--- src/rtl/data_mem_responder.sv ---
// data_mem_responder: multi-cycle data memory for the MEM stage.
// Holds a DEPTH x WORD_LEN array and freezes the pipeline with a
// combinational stall while a blocking access is in flight.
// Optional feature: define DMEM_WRITE_BUFFER_EN to add a one-entry posted
// write buffer, so stores complete at once and drain in the background.
module data_mem_responder #(
  parameter int LATENCY  = 3,
  parameter int ADDR_LEN = 8,
  parameter int WORD_LEN = 8,
  parameter int DEPTH    = 256
) (
  input  logic                clk,
  input  logic                rst,
  input  logic                mem_read,
  input  logic                mem_write,
  input  logic [ADDR_LEN-1:0] address,
  input  logic [WORD_LEN-1:0] write_data,
  output logic [WORD_LEN-1:0] read_data,
  output logic                stall,
  output logic                ready,
  output logic                protocol_error
);

  typedef enum logic [1:0] {IDLE, ACCESS, DONE} state_t;

  localparam int CNT_W = $clog2(LATENCY + 1);
  localparam int IDX_W = $clog2(DEPTH);

  state_t               r_state;
  state_t               w_next_state;
  logic [CNT_W-1:0]     r_cnt;
  logic                 r_is_write;
  logic [IDX_W-1:0]     r_addr;
  logic [WORD_LEN-1:0]  r_wdata;
  logic [WORD_LEN-1:0]  r_read_data;
  logic                 r_perr;
  logic [WORD_LEN-1:0]  r_mem [DEPTH];

  logic                 w_rd_req;
  logic                 w_wr_req;
  logic                 w_both;
  logic                 w_blocking_req;
  logic                 w_hold;
  logic                 w_accept;
  logic                 w_last;
  logic                 w_posted_ready;
  logic                 w_acc_is_write;
  logic [IDX_W-1:0]     w_acc_addr;
  logic [WORD_LEN-1:0]  w_acc_data;
  logic                 w_mem_we;
  logic [IDX_W-1:0]     w_mem_waddr;
  logic [WORD_LEN-1:0]  w_mem_wdata;

  assign w_rd_req = mem_read & ~mem_write;
  assign w_wr_req = mem_write & ~mem_read;
  assign w_both   = mem_read & mem_write;

  // In the accept cycle the latches are not loaded yet, so the access
  // source is the live request; afterwards it is the latched copy.
  assign w_acc_is_write = (r_state == IDLE) ? w_wr_req : r_is_write;
  assign w_acc_addr     = (r_state == IDLE) ? address[IDX_W-1:0] : r_addr;
  assign w_acc_data     = (r_state == IDLE) ? write_data : r_wdata;

`ifdef DMEM_WRITE_BUFFER_EN
  logic                 r_wb_valid;
  logic [IDX_W-1:0]     r_wb_addr;
  logic [WORD_LEN-1:0]  r_wb_data;
  logic [CNT_W-1:0]     r_wb_cnt;
  logic                 w_wb_capture;
  logic                 w_wb_drain;

  // Stores are posted; only loads go through the blocking FSM. Any request
  // waits while the buffer is still draining.
  assign w_blocking_req = w_rd_req;
  assign w_hold         = r_wb_valid;
  assign w_wb_capture   = (r_state == IDLE) && w_wr_req && !r_wb_valid;
  assign w_wb_drain     = r_wb_valid && (r_wb_cnt == CNT_W'(1));
  assign w_posted_ready = w_wb_capture;

  assign w_mem_we    = w_wb_drain | (w_last & w_acc_is_write);
  assign w_mem_waddr = w_wb_drain ? r_wb_addr : w_acc_addr;
  assign w_mem_wdata = w_wb_drain ? r_wb_data : w_acc_data;

  // Posted write buffer: capture a store, count down LATENCY cycles, retire.
  always_ff @(posedge clk) begin
    if (rst) begin
      r_wb_valid <= 1'b0;
      r_wb_addr  <= '0;
      r_wb_data  <= '0;
      r_wb_cnt   <= '0;
    end else if (w_wb_capture) begin
      r_wb_valid <= 1'b1;
      r_wb_addr  <= address[IDX_W-1:0];
      r_wb_data  <= write_data;
      r_wb_cnt   <= CNT_W'(LATENCY);
    end else if (r_wb_valid) begin
      if (r_wb_cnt == CNT_W'(1)) r_wb_valid <= 1'b0;
      else                       r_wb_cnt   <= r_wb_cnt - CNT_W'(1);
    end
  end
`else
  assign w_blocking_req = w_rd_req | w_wr_req;
  assign w_hold         = 1'b0;
  assign w_posted_ready = 1'b0;

  assign w_mem_we    = w_last & w_acc_is_write;
  assign w_mem_waddr = w_acc_addr;
  assign w_mem_wdata = w_acc_data;
`endif

  assign w_accept = (r_state == IDLE) && w_blocking_req && !w_hold;

  // The edge that ends the last stall cycle performs the array access.
  assign w_last = ((r_state == ACCESS) && (r_cnt == CNT_W'(1))) ||
                  (w_accept && (LATENCY == 1));

  // State register.
  always_ff @(posedge clk) begin
    // NOTE: sequential state uses non-blocking assignments so every flop
    // samples pre-edge values regardless of block ordering.
    if (rst) r_state <= IDLE;
    else     r_state <= w_next_state;
  end

  // Next-state logic.
  always_comb begin
    // NOTE: default first so no path leaves the output unassigned (no latch).
    w_next_state = r_state;
    unique case (r_state)
      IDLE:    if (w_accept) w_next_state = (LATENCY == 1) ? DONE : ACCESS;
      ACCESS:  if (r_cnt == CNT_W'(1)) w_next_state = DONE;
      DONE:    w_next_state = IDLE;
      default: w_next_state = IDLE;
    endcase
  end

  // Output logic: stall freezes the pipeline, ready marks completion.
  always_comb begin
    stall = 1'b0;
    ready = 1'b0;
    unique case (r_state)
      IDLE: begin
        stall = w_accept | (w_hold & (w_rd_req | w_wr_req));
        ready = w_posted_ready;
      end
      ACCESS:  stall = 1'b1;
      DONE:    ready = 1'b1;
      default: ;
    endcase
  end

  // Request latches, latency counter, load result and sticky error flag.
  always_ff @(posedge clk) begin
    if (rst) begin
      r_cnt       <= '0;
      r_is_write  <= 1'b0;
      r_addr      <= '0;
      r_wdata     <= '0;
      r_read_data <= '0;
      r_perr      <= 1'b0;
    end else begin
      if (w_accept) begin
        r_cnt      <= CNT_W'(LATENCY - 1);
        r_is_write <= w_wr_req;
        r_addr     <= address[IDX_W-1:0];
        r_wdata    <= write_data;
      end else if (r_state == ACCESS) begin
        r_cnt <= r_cnt - CNT_W'(1);
      end
      if (w_last && !w_acc_is_write) r_read_data <= r_mem[w_acc_addr];
      if ((r_state == IDLE) && w_both) r_perr <= 1'b1;
    end
  end

  // Storage array; reset clears every word, discarding any in-flight store.
  always_ff @(posedge clk) begin
    // NOTE: clearing the array on reset is required behaviour here, so the
    // storage is built from resettable flops rather than a RAM macro.
    if (rst) begin
      for (int i = 0; i < DEPTH; i++) r_mem[i] <= '0;
    end else if (w_mem_we) begin
      r_mem[w_mem_waddr] <= w_mem_wdata;
    end
  end

  assign read_data      = r_read_data;
  assign protocol_error = r_perr;

endmodule

--- config.mk ---
export PLATFORM = sky130hd
export DESIGN_NAME = data_mem_responder
export DESIGN_NICKNAME = d
export VERILOG_FILES = /design/src/rtl/data_mem_responder.sv
export SDC_FILE = /design/constraint.sdc
export NUM_CORES = 2
export LEC_CHECK = 0
export ABC_AREA = 1
export CORE_MARGIN = 5
export CORE_UTILIZATION = 23
export CTS_BUF_LIST = sky130_fd_sc_hd__clkbuf_16
export DETAILED_ROUTE_END_ITERATION = 8
export PLACE_DENSITY = 0.35
export SLEW_MARGIN = 10
export SYNTH_ARGS = -nofsm -noshare
export SYNTH_HDL_FRONTEND = slang
export SYNTH_SLANG_ARGS = --single-unit
export TNS_END_PERCENT = 50
--- constraint.sdc ---
create_clock -name clk -period 3.1 [get_ports clk]
set_input_delay 0.31 -clock clk [delete_from_list [all_inputs] [get_ports clk]]
set_output_delay 0.31 -clock clk [all_outputs]
set_load 0.005 [all_outputs]
==> summary.md <==
Data on the critical path arrives at its endpoint at 3.89 ns. The run gives 0.345 mV as the worst ir drop on vdd. Capture instance of the worst register-to-register path: read_data[5]$_SDFFE_PP0P_.

The register area share after synthesis is 0.645. Entering global routing, the biggest net connects 63 pins. The total standard cell area after synthesis was 96300 sq um; the first-pass detailed-route iteration total was 5. Synthesis produced a netlist with a net count of 10.9k.

The effective utilization at floorplan is 0.231, and the area overhead of the layout relative to synthesis is 30.1%. Clock skew on the completed layout was measured at 0.0536 ns. The power per cell area was 615 nW/um^2; the final-report setup violation count was 3. The maximum count of clock buffers along a single path is 4. The worst setup path is captured at a flip-flop. The first global-routing pass estimated 566000 um of wire.

Summed over all layers, the global routing overflow is 0. The die width is 657 um. After detailed routing, the number of vias per cell comes to 4.41.

The utilization after layout was 0.300. For the count of cell types in the netlist, the log shows 25. For this design, the slowest cell found on the critical path is sky130_fd_sc_hd__dfxtp_2. The critical path is of the flip-flop to flip-flop type. The via count of the first global-routing pass is 79.0k, and the highest clock rate is 0.321 GHz.

The initial antenna violation count is 28, and the H-tree depth is 5. The setup slack after layout was -0.0116 ns. For this design the static power due to leakage is 0.0543 uW.

Counting every sink on the clock net gives 2078. The count of nets left with antenna violations once routing finished came out at 0. The number of slew-limit violations in the final report is 0, and the max capacitance violation total is 0.

The category of the worst setup path launch point was a flip-flop. The tools report the reg-to-reg critical path startpoint as r_state[0]$_SDFFE_PP0P_. For the pin with the worst max-slew slack, the measured transition is 0.769 ns. The logs give 267 for the number of CTS-inserted buffers and 5583 for the number of design-rule violations left by the first detailed-router iteration. For the final weighted congestion in routability-driven placement, the log shows 0.828. The capture point of the critical path was read_data[5]$_SDFFE_PP0P_. After routing the design area is 125000 sq um. After detailed routing, the total wire length is 395000 um. The biggest fanout along the worst timing path was 18. Clock-pin slew was measured on the worst setup and hold paths at 0.06 ns. The data required time of the critical path came out at 3.88 ns. The HPWL after detailed placement is 269000 um. In this run the cell area measured after placement is 116000 sq um.

The tools report the headroom to the max-slew limit as 0.486. The run finished, with violations left. After floorplanning, the core was sized to cover 417000 sq um. The number of primary I/O pins came out at 31.

The synthesized design contains 2078 register bits. During synthesis, Yosys emitted a total of 0 warnings. After detailed placement, the design holds a cell count of 17.0k. The path depth of the worst reg2reg path is 21. The share of post-route cells with drive strength above 1 works out to 0.153. In the routed design, unresolved DRC markers number 0.

The cell count after synthesis came out at 10.9k. After detailed routing, the average wire length per cell comes to 22.5 um. The shortest clock period the worst path allows after layout is 3.11 ns, and the final-report hold violation count is 0.

Setup slack on the worst reg-to-reg path comes out at -0.01 ns. For the total routing usage reported by global routing, the log shows 0.178. Clock insertion delay at the later pin of the skew report: 0.92 ns. Traced cell by cell, the critical path runs through nor2_4 -> buf_12 -> buf_4 -> o21ai_4 -> buf_12 -> nor2_4 -> buf_4 -> buf_12 -> nand2_1 -> nand3_1 -> nand2_1 -> nand2_1 -> nor2_1 -> nor2_1 -> nor2_2 -> buf_4 -> nand2_2 -> nand2_2 -> nand2_1 -> nor2_1 -> nor2_1.

The floorplan step defined a die boundary enclosing 432000 sq um. Hold repair after CTS inserted 0 buffers. Number of vias in the routed layout: 77.4k. TritonCTS built the clock tree. The share of the clock period used by the worst path after layout was 1.00; the y dimension of the die was 657 um. In this design, the stage delay of the slowest critical-path cell is 0.37 ns. The port buffer count is 30. Setup repair after global routing could not meet its margin everywhere.

The final reports fail on negative setup slack. The path class of the tightest hold or removal check is primary input to flip-flop. The post-synthesis average cell area was 8.82 sq um. In this run the clock root is driven by a sky130_fd_sc_hd__clkbuf_16. The run gives 11.9k as the number of nets in the final layout.

Leaving out filler cells and counting taps, the final layout contains 17.6k. In this run the core area contains 237 standard-cell rows. The most critical setup path has its startpoint at r_state[0]$_SDFFE_PP0P_.
[metrics by stage]
step | hold WS [ns] | setup WS, ns | setup TNS (ns) | power, uW
after floorplan | 0.430 | 0.537 | 0 | 38700
after global placement | 0.438 | -0.831 | -443.81 | 47800
after detailed placement | 0.443 | -0.822 | -516.01 | 47700
after CTS | 0.0507 | 0.00261 | 0 | 78100
after global routing | 0.124 | -0.132 | -0.891 | 80200
final | 0.144 | -0.0116 | -0.0166 | 77000
[area by class of cell]
type                       instances  area (sq um)
clock inverter                   203          1290
sequential                      2078         62100
fill                           43900        292000
inverter                          56           238
tap                             5497          6880
clock buffer                     277          6930
multi-input combinational       8088         31900
timing repair buffer            1344         15900
antenna                            7          17.5
[cell usage in the layout (no fill, tap or decap), types with 3 or more instances in the layout]
master | netlist | routed
sky130_fd_sc_hd__inv_1 | 34 | 99
sky130_fd_sc_hd__nor2_2 | 10 | 55
sky130_fd_sc_hd__o21ai_2 | 0 | 4
sky130_fd_sc_hd__nand2_1 | 5131 | 5106
sky130_fd_sc_hd__buf_4 | 0 | 849
sky130_fd_sc_hd__diode_2 | 0 | 7
sky130_fd_sc_hd__clkdlybuf4s50_1 | 0 | 30
sky130_fd_sc_hd__bufinv_16 | 0 | 11
sky130_fd_sc_hd__nand4_1 | 12 | 12
sky130_fd_sc_hd__nand2_2 | 13 | 31
sky130_fd_sc_hd__nand3_1 | 415 | 413
sky130_fd_sc_hd__buf_12 | 0 | 439
sky130_fd_sc_hd__nor2_1 | 2395 | 2329
sky130_fd_sc_hd__inv_6 | 0 | 10
sky130_fd_sc_hd__nor3_4 | 0 | 14
sky130_fd_sc_hd__clkinv_8 | 0 | 6
sky130_fd_sc_hd__o21ai_4 | 0 | 9
sky130_fd_sc_hd__edfxtp_1 | 2048 | 2048
sky130_fd_sc_hd__buf_16 | 0 | 5
sky130_fd_sc_hd__buf_6 | 0 | 13
sky130_fd_sc_hd__nand2_8 | 0 | 3
sky130_fd_sc_hd__ha_1 | 3 | 3
sky130_fd_sc_hd__inv_16 | 0 | 4
sky130_fd_sc_hd__clkbuf_16 | 0 | 281
sky130_fd_sc_hd__nand2_4 | 0 | 4
sky130_fd_sc_hd__a21oi_1 | 22 | 22
sky130_fd_sc_hd__o21ai_0 | 43 | 36
sky130_fd_sc_hd__o21ai_1 | 13 | 7
sky130_fd_sc_hd__nor3_2 | 12 | 7
sky130_fd_sc_hd__dfxtp_1 | 30 | 28
sky130_fd_sc_hd__clkinv_2 | 0 | 35
sky130_fd_sc_hd__clkinvlp_4 | 0 | 5
sky130_fd_sc_hd__nor2_4 | 3 | 24
sky130_fd_sc_hd__inv_2 | 22 | 20
sky130_fd_sc_hd__clkinv_1 | 0 | 67
[timing repair]
action | CTS | global route
resized for setup | 77 | 69
setup endpoints to repair | 840 | 253
cloned | 2 | 4
setup buffers | 13 | 5
pin swaps | 8 | 9
[power breakdown]
group	internal, uW	total, uW	leakage, uW	switching [uW]
logic	4790	15200	0.0287	10500
registers	31700	32000	0.0214	300
clock network	17100	29800	0.00428	12700
total	53600	77000	0.0543	23500
[layer usage]
metal	vias to the layer above	routed length, um	global-route usage
met5	-	14	0
met3	475	16200	0.0214
met4	2	11900	0.0478
met2	1613	187000	0.299
met1	38300	180000	0.241
li1	37000	-	-
[cells by family (layout without fill, tap and decap cells)]
family,count (synthesis),in the layout,synth area share
simple gates,8000,8000,0.319
xor+xnor,1,1,0.0000910
buf+inv,757,1880,0.0310
other cells,0,7,0
flops,2078,2078,0.645
compound gates,84,84,0.00456
fa+ha+maj,3,3,0.000390
[worst max-delay path: cells and delay by family (launching register included)]
family,cells,cell delay [ns]
and+or+nand+nor,14,1.42
buffers and inverters,6,0.96
DFF,1,0.37
AOI/OAI and AO/OA,1,0.17
[state kept, by name, indices dropped and copies added, names as in the netlist]
signal / count
read_data: 8
r_addr: 8
r_cnt: 2
r_wdata: 8
r_is_write: 1
protocol_error: 1
r_state: 2
r_mem: 2048
[Yosys cell counts]
library cell / n / area [sq um]
sky130_fd_sc_hd__inv_2: 22 / 82.6
sky130_fd_sc_hd__inv_1: 34 / 128
sky130_fd_sc_hd__o21ai_0: 43 / 215
sky130_fd_sc_hd__clkbuf_1: 485 / 1820
sky130_fd_sc_hd__nor2_4: 3 / 33.8
sky130_fd_sc_hd__nor3_2: 12 / 120
sky130_fd_sc_hd__nand2_2: 13 / 81.3
sky130_fd_sc_hd__xnor2_1: 1 / 8.76
sky130_fd_sc_hd__a21oi_1: 22 / 110
sky130_fd_sc_hd__nor2_1: 2395 / 8990
sky130_fd_sc_hd__nor2_2: 10 / 62.6
sky130_fd_sc_hd__o211ai_1: 1 / 7.51
sky130_fd_sc_hd__nand2_1: 5131 / 19300
sky130_fd_sc_hd__o32ai_1: 1 / 8.76
sky130_fd_sc_hd__buf_2: 114 / 571
sky130_fd_sc_hd__dfxtp_1: 30 / 601
sky130_fd_sc_hd__ha_1: 3 / 37.5
sky130_fd_sc_hd__nand4_1: 12 / 75.1
sky130_fd_sc_hd__nor3_1: 9 / 45.0
sky130_fd_sc_hd__o21ai_1: 13 / 65.1
sky130_fd_sc_hd__nand3_1: 415 / 2080
sky130_fd_sc_hd__a21oi_2: 2 / 17.5
sky130_fd_sc_hd__buf_1: 102 / 383
sky130_fd_sc_hd__edfxtp_1: 2048 / 61500
sky130_fd_sc_hd__a211oi_1: 2 / 15.0
[worst min path at each step]
stage	end	start	depth (start not counted)	slack [ns]
2_1_floorplan	r_wdata[0]$_SDFFE_PP0P_	r_wdata[0]$_SDFFE_PP0P_	2	0.43
3_3_place_gp	r_wdata[2]$_SDFFE_PP0P_	r_wdata[2]$_SDFFE_PP0P_	2	0.44
3_5_place_dp	r_wdata[2]$_SDFFE_PP0P_	r_wdata[2]$_SDFFE_PP0P_	2	0.44
4_1_cts	r_wdata[6]$_SDFFE_PP0P_	write_data[6]	3	0.05
5_1_grt	r_wdata[6]$_SDFFE_PP0P_	write_data[6]	3	0.12
6_report	r_wdata[6]$_SDFFE_PP0P_	write_data[6]	3	0.14
Note: power is estimated with default switching activity, not from simulation.
